**config.mk**
```make
export PLATFORM = sky130hd
export DESIGN_NAME = pipe_ctrl_flat
export DESIGN_NICKNAME = d
export VERILOG_FILES = /design/src/rtl/pipe_ctrl_pkg.sv /design/src/rtl/pipe_ctrl_if.sv /design/src/rtl/pipe_ctrl_perf.sv /design/src/rtl/pipe_ctrl.sv /design/src/flat_wrapper.sv
export SDC_FILE = /design/constraint.sdc
export NUM_CORES = 1
export LEC_CHECK = 0
export BUFFER_PORTS_ARGS = -buffer_cell sky130_fd_sc_hd__clkbuf_2
export CORE_MARGIN = 5
export CORE_UTILIZATION = 39
export DETAILED_ROUTE_END_ITERATION = 10
export PLACE_DENSITY = 0.67
export SYNTH_ARGS = -nofsm -noshare
export SYNTH_HDL_FRONTEND = slang
export SYNTH_SLANG_ARGS = --single-unit
```
**constraint.sdc**
```tcl
create_clock -name clk -period 3.2 [get_ports clk]
set_input_delay 0.48 -clock clk [delete_from_list [all_inputs] [get_ports clk]]
set_output_delay 0.48 -clock clk [all_outputs]
set_load 0.01 [all_outputs]
```
**src/rtl/pipe_ctrl_pkg.sv**
```systemverilog
// rtl/pipe_ctrl_pkg.sv - shared stage indices, stall vectors and FSM state encoding for pipe_ctrl
package pipe_ctrl_pkg;

  localparam int STG_PC  = 0;
  localparam int STG_IF  = 1;
  localparam int STG_ID  = 2;
  localparam int STG_EX  = 3;
  localparam int STG_MEM = 4;
  localparam int STG_WB  = 5;

  localparam logic [5:0] STALL_NONE = 6'b000000;
  localparam logic [5:0] STALL_IF   = 6'b000011;
  localparam logic [5:0] STALL_ID   = 6'b000111;
  localparam logic [5:0] STALL_EX   = 6'b001111;
  localparam logic [5:0] STALL_MEM  = 6'b011111;

  typedef enum logic [1:0] {
    RUN      = 2'd0,
    EXC_PEND = 2'd1,
    RED_PEND = 2'd2
  } pipe_ctrl_state_e;

  // Deepest requesting stage wins; result is always a thermometer code.
  function automatic logic [5:0] stall_vec(input logic mem, input logic ex,
                                           input logic id, input logic fe);
    if (mem)     return STALL_MEM;
    else if (ex) return STALL_EX;
    else if (id) return STALL_ID;
    else if (fe) return STALL_IF;
    else         return STALL_NONE;
  endfunction

endpackage

```
**src/rtl/pipe_ctrl_if.sv**
```systemverilog
// rtl/pipe_ctrl_if.sv - pipeline control bundle; perf counter signals exist only with PIPE_CTRL_PERF_EN
interface pipe_ctrl_if;
  logic        stallreq_if_i;
  logic        stallreq_id_i;
  logic        stallreq_ex_i;
  logic        stallreq_mem_i;
  logic        redirect_i;
  logic [63:0] redirect_pc_i;
  logic        exception_i;
  logic [63:0] trap_pc_i;
  logic [5:0]  stall_o;
  logic        flush_o;
  logic        flush_front_o;
  logic        pc_load_o;
  logic [63:0] new_pc_o;
  logic        stall_timeout_o;
`ifdef PIPE_CTRL_PERF_EN
  logic [63:0] perf_cycles_o;
  logic [63:0] perf_stall_o;
  logic [63:0] perf_flush_o;
`endif

  modport master (
    output stallreq_if_i, stallreq_id_i, stallreq_ex_i, stallreq_mem_i,
    output redirect_i, redirect_pc_i, exception_i, trap_pc_i,
`ifdef PIPE_CTRL_PERF_EN
    input  perf_cycles_o, perf_stall_o, perf_flush_o,
`endif
    input  stall_o, flush_o, flush_front_o, pc_load_o, new_pc_o, stall_timeout_o
  );

  modport slave (
    input  stallreq_if_i, stallreq_id_i, stallreq_ex_i, stallreq_mem_i,
    input  redirect_i, redirect_pc_i, exception_i, trap_pc_i,
`ifdef PIPE_CTRL_PERF_EN
    output perf_cycles_o, perf_stall_o, perf_flush_o,
`endif
    output stall_o, flush_o, flush_front_o, pc_load_o, new_pc_o, stall_timeout_o
  );
endinterface

```
**src/rtl/pipe_ctrl_perf.sv**
```systemverilog
// rtl/pipe_ctrl_perf.sv - free-running cycle, stall-cycle and flush-pulse counters (64-bit, wrapping)
module pipe_ctrl_perf (
  input  logic        clk,
  input  logic        rst,
  input  logic        stall_pc,
  input  logic        flush_any,
  output logic [63:0] cycles,
  output logic [63:0] stalls,
  output logic [63:0] flushes
);

  always_ff @(posedge clk or posedge rst) begin
    if (rst) begin
      cycles  <= '0;
      stalls  <= '0;
      flushes <= '0;
    end else begin
      cycles <= cycles + 64'd1;
      if (stall_pc)  stalls  <= stalls + 64'd1;
      if (flush_any) flushes <= flushes + 64'd1;
    end
  end

endmodule

```
**src/rtl/pipe_ctrl.sv**
```systemverilog
// rtl/pipe_ctrl.sv - pipeline stall/flush/redirect controller with stall watchdog
// Optional perf counters under PIPE_CTRL_PERF_EN.
import pipe_ctrl_pkg::*;

module pipe_ctrl #(
  parameter int STALL_TIMEOUT = 1024,
  parameter int CNT_W         = 16
) (
  input  logic       clk,
  input  logic       rst,
  pipe_ctrl_if.slave bus
);

  localparam logic [1:0] ST_RUN      = 2'(RUN);
  localparam logic [1:0] ST_EXC_PEND = 2'(EXC_PEND);
  localparam logic [1:0] ST_RED_PEND = 2'(RED_PEND);

  localparam logic [CNT_W-1:0] WD_LIMIT = CNT_W'(STALL_TIMEOUT);
  localparam logic [CNT_W-1:0] WD_LAST  = CNT_W'(STALL_TIMEOUT - 1);

  logic [1:0]       state, state_nxt;
  logic [63:0]      pend_pc, pend_pc_nxt;
  logic [5:0]       req_stall, stall;
  logic             flush, flush_front, pc_load;
  logic [63:0]      new_pc;
  logic [CNT_W-1:0] wd_cnt;
  logic             wd_sticky, wd_hit;

  always_comb begin
    req_stall   = stall_vec(bus.stallreq_mem_i, bus.stallreq_ex_i,
                            bus.stallreq_id_i, bus.stallreq_if_i);
    stall       = req_stall;
    flush       = 1'b0;
    flush_front = 1'b0;
    pc_load     = 1'b0;
    new_pc      = '0;
    state_nxt   = state;
    pend_pc_nxt = pend_pc;

    case (state)
      ST_EXC_PEND: begin
        if (!bus.stallreq_mem_i) begin
          flush     = 1'b1;
          pc_load   = 1'b1;
          new_pc    = pend_pc;
          stall     = STALL_NONE;
          state_nxt = ST_RUN;
        end
      end
      default: begin
        // An exception always overrides a live or pending redirect.
        if (bus.exception_i) begin
          if (!bus.stallreq_mem_i) begin
            flush     = 1'b1;
            pc_load   = 1'b1;
            new_pc    = bus.trap_pc_i;
            stall     = STALL_NONE;
            state_nxt = ST_RUN;
          end else begin
            pend_pc_nxt = bus.trap_pc_i;
            state_nxt   = ST_EXC_PEND;
          end
        end else if (state == ST_RED_PEND) begin
          if (!req_stall[STG_EX]) begin
            flush_front = 1'b1;
            pc_load     = 1'b1;
            new_pc      = pend_pc;
            stall       = STALL_NONE;
            state_nxt   = ST_RUN;
          end
        end else if (bus.redirect_i) begin
          // Front-end stall requests belong to the wrong path and are dropped.
          if (!req_stall[STG_EX]) begin
            flush_front = 1'b1;
            pc_load     = 1'b1;
            new_pc      = bus.redirect_pc_i;
            stall       = STALL_NONE;
          end else begin
            pend_pc_nxt = bus.redirect_pc_i;
            state_nxt   = ST_RED_PEND;
          end
        end
      end
    endcase
  end

  always_ff @(posedge clk or posedge rst) begin
    if (rst) begin
      state   <= ST_RUN;
      pend_pc <= '0;
    end else begin
      state   <= state_nxt;
      pend_pc <= pend_pc_nxt;
    end
  end

  assign wd_hit = stall[STG_PC] && (wd_cnt == WD_LAST);

  always_ff @(posedge clk or posedge rst) begin
    if (rst) begin
      wd_cnt    <= '0;
      wd_sticky <= 1'b0;
    end else begin
      if (!stall[STG_PC])          wd_cnt <= '0;
      else if (wd_cnt != WD_LIMIT) wd_cnt <= wd_cnt + 1'b1;
      if (wd_hit) wd_sticky <= 1'b1;
    end
  end

  // Outputs are forced low while reset is held so the pipeline sees a clean idle.
  assign bus.stall_o         = rst ? STALL_NONE : stall;
  assign bus.flush_o         = ~rst & flush;
  assign bus.flush_front_o   = ~rst & flush_front;
  assign bus.pc_load_o       = ~rst & pc_load;
  assign bus.new_pc_o        = rst ? 64'd0 : new_pc;
  assign bus.stall_timeout_o = ~rst & (wd_sticky | wd_hit);

`ifdef PIPE_CTRL_PERF_EN
  pipe_ctrl_perf u_perf (
    .clk       (clk),
    .rst       (rst),
    .stall_pc  (stall[STG_PC]),
    .flush_any (flush | flush_front),
    .cycles    (bus.perf_cycles_o),
    .stalls    (bus.perf_stall_o),
    .flushes   (bus.perf_flush_o)
  );
`endif

endmodule

```
**src/flat_wrapper.sv**
```systemverilog
// flat-port wrapper written by rule: the top's interface ports become plain ports
module pipe_ctrl_flat 
#(
  parameter int STALL_TIMEOUT = 1024,
  parameter int CNT_W         = 16
)
  (clk, rst, bus_stallreq_if_i, bus_stallreq_id_i, bus_stallreq_ex_i, bus_stallreq_mem_i, bus_redirect_i, bus_redirect_pc_i, bus_exception_i, bus_trap_pc_i, bus_stall_o, bus_flush_o, bus_flush_front_o, bus_pc_load_o, bus_new_pc_o, bus_stall_timeout_o);
  pipe_ctrl_if bus_i ();
  input  logic clk;
  input  logic rst;
  input wire logic [$bits(bus_i.stallreq_if_i)-1:0] bus_stallreq_if_i;
  input wire logic [$bits(bus_i.stallreq_id_i)-1:0] bus_stallreq_id_i;
  input wire logic [$bits(bus_i.stallreq_ex_i)-1:0] bus_stallreq_ex_i;
  input wire logic [$bits(bus_i.stallreq_mem_i)-1:0] bus_stallreq_mem_i;
  input wire logic [$bits(bus_i.redirect_i)-1:0] bus_redirect_i;
  input wire logic [$bits(bus_i.redirect_pc_i)-1:0] bus_redirect_pc_i;
  input wire logic [$bits(bus_i.exception_i)-1:0] bus_exception_i;
  input wire logic [$bits(bus_i.trap_pc_i)-1:0] bus_trap_pc_i;
  output wire logic [$bits(bus_i.stall_o)-1:0] bus_stall_o;
  output wire logic [$bits(bus_i.flush_o)-1:0] bus_flush_o;
  output wire logic [$bits(bus_i.flush_front_o)-1:0] bus_flush_front_o;
  output wire logic [$bits(bus_i.pc_load_o)-1:0] bus_pc_load_o;
  output wire logic [$bits(bus_i.new_pc_o)-1:0] bus_new_pc_o;
  output wire logic [$bits(bus_i.stall_timeout_o)-1:0] bus_stall_timeout_o;
  assign bus_i.stallreq_if_i = bus_stallreq_if_i;
  assign bus_i.stallreq_id_i = bus_stallreq_id_i;
  assign bus_i.stallreq_ex_i = bus_stallreq_ex_i;
  assign bus_i.stallreq_mem_i = bus_stallreq_mem_i;
  assign bus_i.redirect_i = bus_redirect_i;
  assign bus_i.redirect_pc_i = bus_redirect_pc_i;
  assign bus_i.exception_i = bus_exception_i;
  assign bus_i.trap_pc_i = bus_trap_pc_i;
  assign bus_stall_o = bus_i.stall_o;
  assign bus_flush_o = bus_i.flush_o;
  assign bus_flush_front_o = bus_i.flush_front_o;
  assign bus_pc_load_o = bus_i.pc_load_o;
  assign bus_new_pc_o = bus_i.new_pc_o;
  assign bus_stall_timeout_o = bus_i.stall_timeout_o;
  pipe_ctrl #(.STALL_TIMEOUT(STALL_TIMEOUT), .CNT_W(CNT_W)) u_core (.clk(clk), .rst(rst), .bus(bus_i));
endmodule
```
# After elaboration in Yosys (flattened, before gate mapping)
# Cells that the tools add are included.
# op_classes
bitwise	7
eq_ne	9
n_reduce_logical	7
muxes	45
add_sub_neg	1
# ops
operator	count
$mux 64	14
$mux 6	10
$mux 16	2
$add 16x1->16 const B	1
$eq 16x10->1 const B	1
$mux 2	8
$ne 16x11->1 const B	1
$mux 1	11
$ne 2x2->1 const B	4
$reduce_bool 4->1	2
$reduce_and 5->1	1
$and 1x1->1	4
$ne 4x4->1 const B	1
$reduce_and 4->1	1
$reduce_bool 2->1	2
$eq 2x1->1 const B	1
$eq 2x2->1 const B	1
$not 1->1	2
$logic_and 1x1->1	1
$or 1x1->1	1
# totals
register_bits	83
inputBits	136
word_cells	73

# Longest topological paths before layout
# logic_depth
word_depth	12
mapped_depth	10
mapped_depth_nobuf	6

# Worst setup path after synthesis
# OpenSTA, ideal clock, no wires.
# synth_path
path_kind	register to output
start	register u_core.state[0]
end	output bus_new_pc_o[10]
path_buffers	3
t_required_ns	2.720
stages_incl_launch_ff	10
t_arrival_ns	1.952
slack_ns	0.768
path_cell_list	dfrtp_1 -> inv_1 -> ha_1 -> buf_2 -> or2_2 -> buf_2 -> buf_2 -> a21oi_1 -> or4_1 -> a21oi_1
# synth_via
elab_chain_cells	5
word_cells_on_any_way	6
cone_classes	2 x eq/ne; 4 x mux
# synth_lines
element	line_no	text
start, declared	pipe_ctrl.sv:21	logic [1:0] state, state_nxt;
start signal, assigned	pipe_ctrl.sv:92	state <= state_nxt;
$eq 2x2->1	pipe_ctrl.sv:63	end else if (state == ST_RED_PEND) begin
$mux 64	pipe_ctrl.sv:63	
$mux 64	pipe_ctrl.sv:52	if (bus.exception_i) begin
$mux 64 (*)	pipe_ctrl.sv:40	case (state)
$mux 64 (*)	pipe_ctrl.sv:115	assign bus.new_pc_o = rst ? 64'd0 : new_pc;
end, declared	flat_wrapper.sv:23	output wire logic [$bits(bus_i.new_pc_o)-1:0] bus_new_pc_o;
# Every way passes the cells marked *; elsewhere a longest branch is shown, timed or not.

# Final worst setup path
# layout_path
start	register u_core.state[1]
end	output bus_new_pc_o[1]
# The elaborated chain is that of the path after synthesis.

==> impl_metrics.py <==
metrics = {
    "floorplanning": {
        "fp.dieArea_mm2": 0.01932,
        "core-area_mm2": 0.01647,
        "die_w_um": 139.0,
        "die_h_um": 139.0,
        "boundaryPins": 210,
        "std_cell_rows": 47,
        "initial_utilization": 0.3942,
    },
    "logic_synthesis": {
        "async_flop_share": 1.000,
        "yosysTopAreaCell": "dfrtp_1",
        "synthCells": 860,
        "synth_commonest_cells": "a21oi_1 (201), nand2_1 (136), dfrtp_1 (83), o21ai_0 (69), nor2b_1 (67)",
        "synth_cell_types": 40,
        "synth_top_area_share": 0.3200,
        "ys_seq_area_frac": 0.3200,
        "synth-warning-count": 0,
        "synth-seq-cells": 83,
        "yosysMostFrequentCell": "a21oi_1",
        "synth_area_mm2": 0.006491,
        "syn_nets": 1000,
        "synthTopCellsByArea": "dfrtp_1 (32%), a21oi_1 (15%), mux2i_1 (10%)",
        "synth_edf_count": 0,
        "synth_flop_cell": "dfrtp_1",
        "avgSynthCellArea_um2": 7.548,
    },
    "final_layout": {
        "fin_util": 0.4873,
        "area_growth_syn_to_layout_pct": 23.61,
        "insertedDiodeCount": 0,
        "nNetsFinal": 1154,
        "drive_gt1_frac": 0.2483,
        "fin_area_mm2": 0.008024,
    },
    "run": {
        "max-cap-violations": 0,
    },
    "worst_setup_path": {
        "crit_path_start_kind": "register",
        "cpMostUsedCell": "inv_1",
        "crit_start": "u_core.state[1]",
        "path_max_fanout": 30,
        "end_kind": "output port",
        "cpPeakStageDelay_ns": 0.54,
        "cp_slowest_cell": "or4_1",
        "path_cells": "inv_1 > ha_1 > inv_1 > nand2_2 > buf_4 > or4_1 > a21oi_1 > clkbuf_2",
        "reg2reg_from": "u_core.state[0]",
        "path_delay_family": "buffers and inverters",
        "path_class": "register to output port",
        "crit_buf_inv": 4,
        "worstPathRequired_ns": 2.72,
        "arrival_ns": 2.55,
    },
    "placement": {
        "dp_hpwl_um": 13060,
        "placed_area_mm2": 0.007690,
        "gp_congestion": 0.8010,
        "port_buffers": 208,
    },
    "timing": {
        "hold_slack_ns": 0.4405,
        "tns_ns": 0,
        "fmax_mhz": 329.8,
        "hold_viol_final": 0,
        "slew-limit-headroom": 0.4950,
        "tightestPinTransition_ns": 0.7566,
        "fin_crit_ns": 3.032,
        "fin_crit_sh": 0.9474,
        "fin_skew_ns": 0.004768,
        "grt_setup_unrepaired": "no",
        "setup_viol": 0,
        "finalMaxSlewViolations": 0,
    },
    "grt": {
        "grt_max_degree": 129,
        "grt_pass1_wl_um": 33580,
        "grt_pass1_vias": 6597,
        "antenna_found_initial": 0,
        "grt-ovfl-total": 0,
        "grtUsageTotal": 0.2051,
    },
    "clock_network": {
        "htree_levels": 3,
        "clock_latency_ns": 0.34,
        "clk_path_buf_depth": 2,
        "cts-root-buf": "clkbuf_16",
        "cts_sinks": 83,
        "cts_setup_buffers": 0,
        "cts_tree": "built",
        "numCtsBuffers": 9,
        "clk_pin_slew_ns": 0.06,
    },
    "route": {
        "drt-pass1-iter-count": 5,
        "wl_um": 20010,
        "vias_per_cell": 5.516,
        "drt-initial-drc-count": 439,
        "drc": 0,
        "ant_nets": 0,
        "num_vias": 6834,
        "wl_per_cell_um": 16.15,
    },
    "min_path": {
        "hp-class": "register to register",
        "min-delay-start": "u_core.wd_sticky",
    },
    "power": {
        "leakage_nw": 3.802,
        "vdd_drop_max_uv": 249.1,
        "powerDensity_mw_per_mm2": 616.8,
    },
    "run_status": {
        "status": "completed",
    },
}
[per-stage QoR]
stage | instances | setup WS, ns | total power, mW
after floorplan | 860 | 0.1921 | 3.096
after global placement | 1223 | 0.4404 | 3.769
after detailed placement | 1223 | 0.4469 | 3.828
after CTS | 1239 | 0.1501 | 5.003
after global routing | 1239 | 0.02419 | 5.345
final | 1239 | 0.1683 | 4.949
[power breakdown]
| group | leakage [nW] | switching (mW) | internal, mW | total (mW) |
|---|---|---|---|---|
| sequential | 1.04 | 0.305 | 1.44 | 1.74 |
| combinational | 2.60 | 1.20 | 0.856 | 2.06 |
| clock | 0.159 | 0.421 | 0.725 | 1.15 |
[path summary, 6_finish.rpt]
| path | to | slack [ns] | depth (start not counted) |
|---|---|---|---|
| max in group asynchronous | u_core.pend_pc[13] | 1.88 | 3 |
| min reg2reg | u_core.wd_sticky | 0.44 | 2 |
| min | u_core.wd_sticky | 0.44 | 2 |
| max | bus_new_pc_o[1] | 0.17 | 8 |
| min in group asynchronous | u_core.pend_pc[55] | 0.63 | 2 |
| max reg2reg | u_core.pend_pc[5] | 1.19 | 7 |
[state kept, by name (all words and copies together), names as in the netlist]
signal,cells
u_core.wd_cnt,16
u_core.wd_sticky,1
u_core.pend_pc,64
u_core.state,2
[cell usage in the layout, fill, tap and decap left out, types with 2 or more instances in the layout]
cell type	n
clkbuf_8	2
xor2_1	9
nor2_1	20
nor2b_1	67
inv_1	6
or4_1	64
buf_4	10
ha_1	4
a21oi_1	201
nor4b_1	2
nand2_1	135
mux2i_1	65
nand4_1	5
o21ai_0	69
nor2_4	2
clkbuf_2	207
buf_12	10
o31ai_1	3
nand3_1	7
clkbuf_16	9
clkinv_2	2
and4_1	3
dfrtp_1	83
bufinv_16	2
or2_2	3
or3_1	3
nor3_1	6
[final cells by class]
type	instances	area [µm²]
inverter	7	27.53
clock buffer	12	256.5
sequential	83	2077
tap	220	275.3
clock inverter	4	72.57
fill	1658	8442
timing repair buffer	227	1311
multi-input combinational	686	4004
[layer usage]
metal	GRT usage	part of all wire	wire length, µm
met5	0	0	0
met4	0.06076	0.017	337
met3	0.03931	0.058	1168
met2	0.3375	0.47	9407
met1	0.2750	0.45	9093
[tightest hold or removal path, cell delays in order, from the launching register on]
cell and delay [ns]:
dfrtp_1 0.32, inv_1 0.04, nand2_1 0.05
[cell families after synthesis]
kind of cell | count (synthesis) | synth area share
AND/OR/NAND/NOR | 326 | 0.2679
AO/OA/AOI/OAI | 280 | 0.2205
buffers and inverters | 91 | 0.06958
flip-flops | 83 | 0.3200
multiplexers | 65 | 0.1002
XOR/XNOR | 10 | 0.01349
adder cells (fa/ha/maj) | 4 | 0.007710
other | 1 | 0.0005777
[repair_timing]
item	CTS	global route
setup endpoints to repair	0	8
resized for setup	0	1
hold buffers	0	0
(Power assumes the default switching activity.)
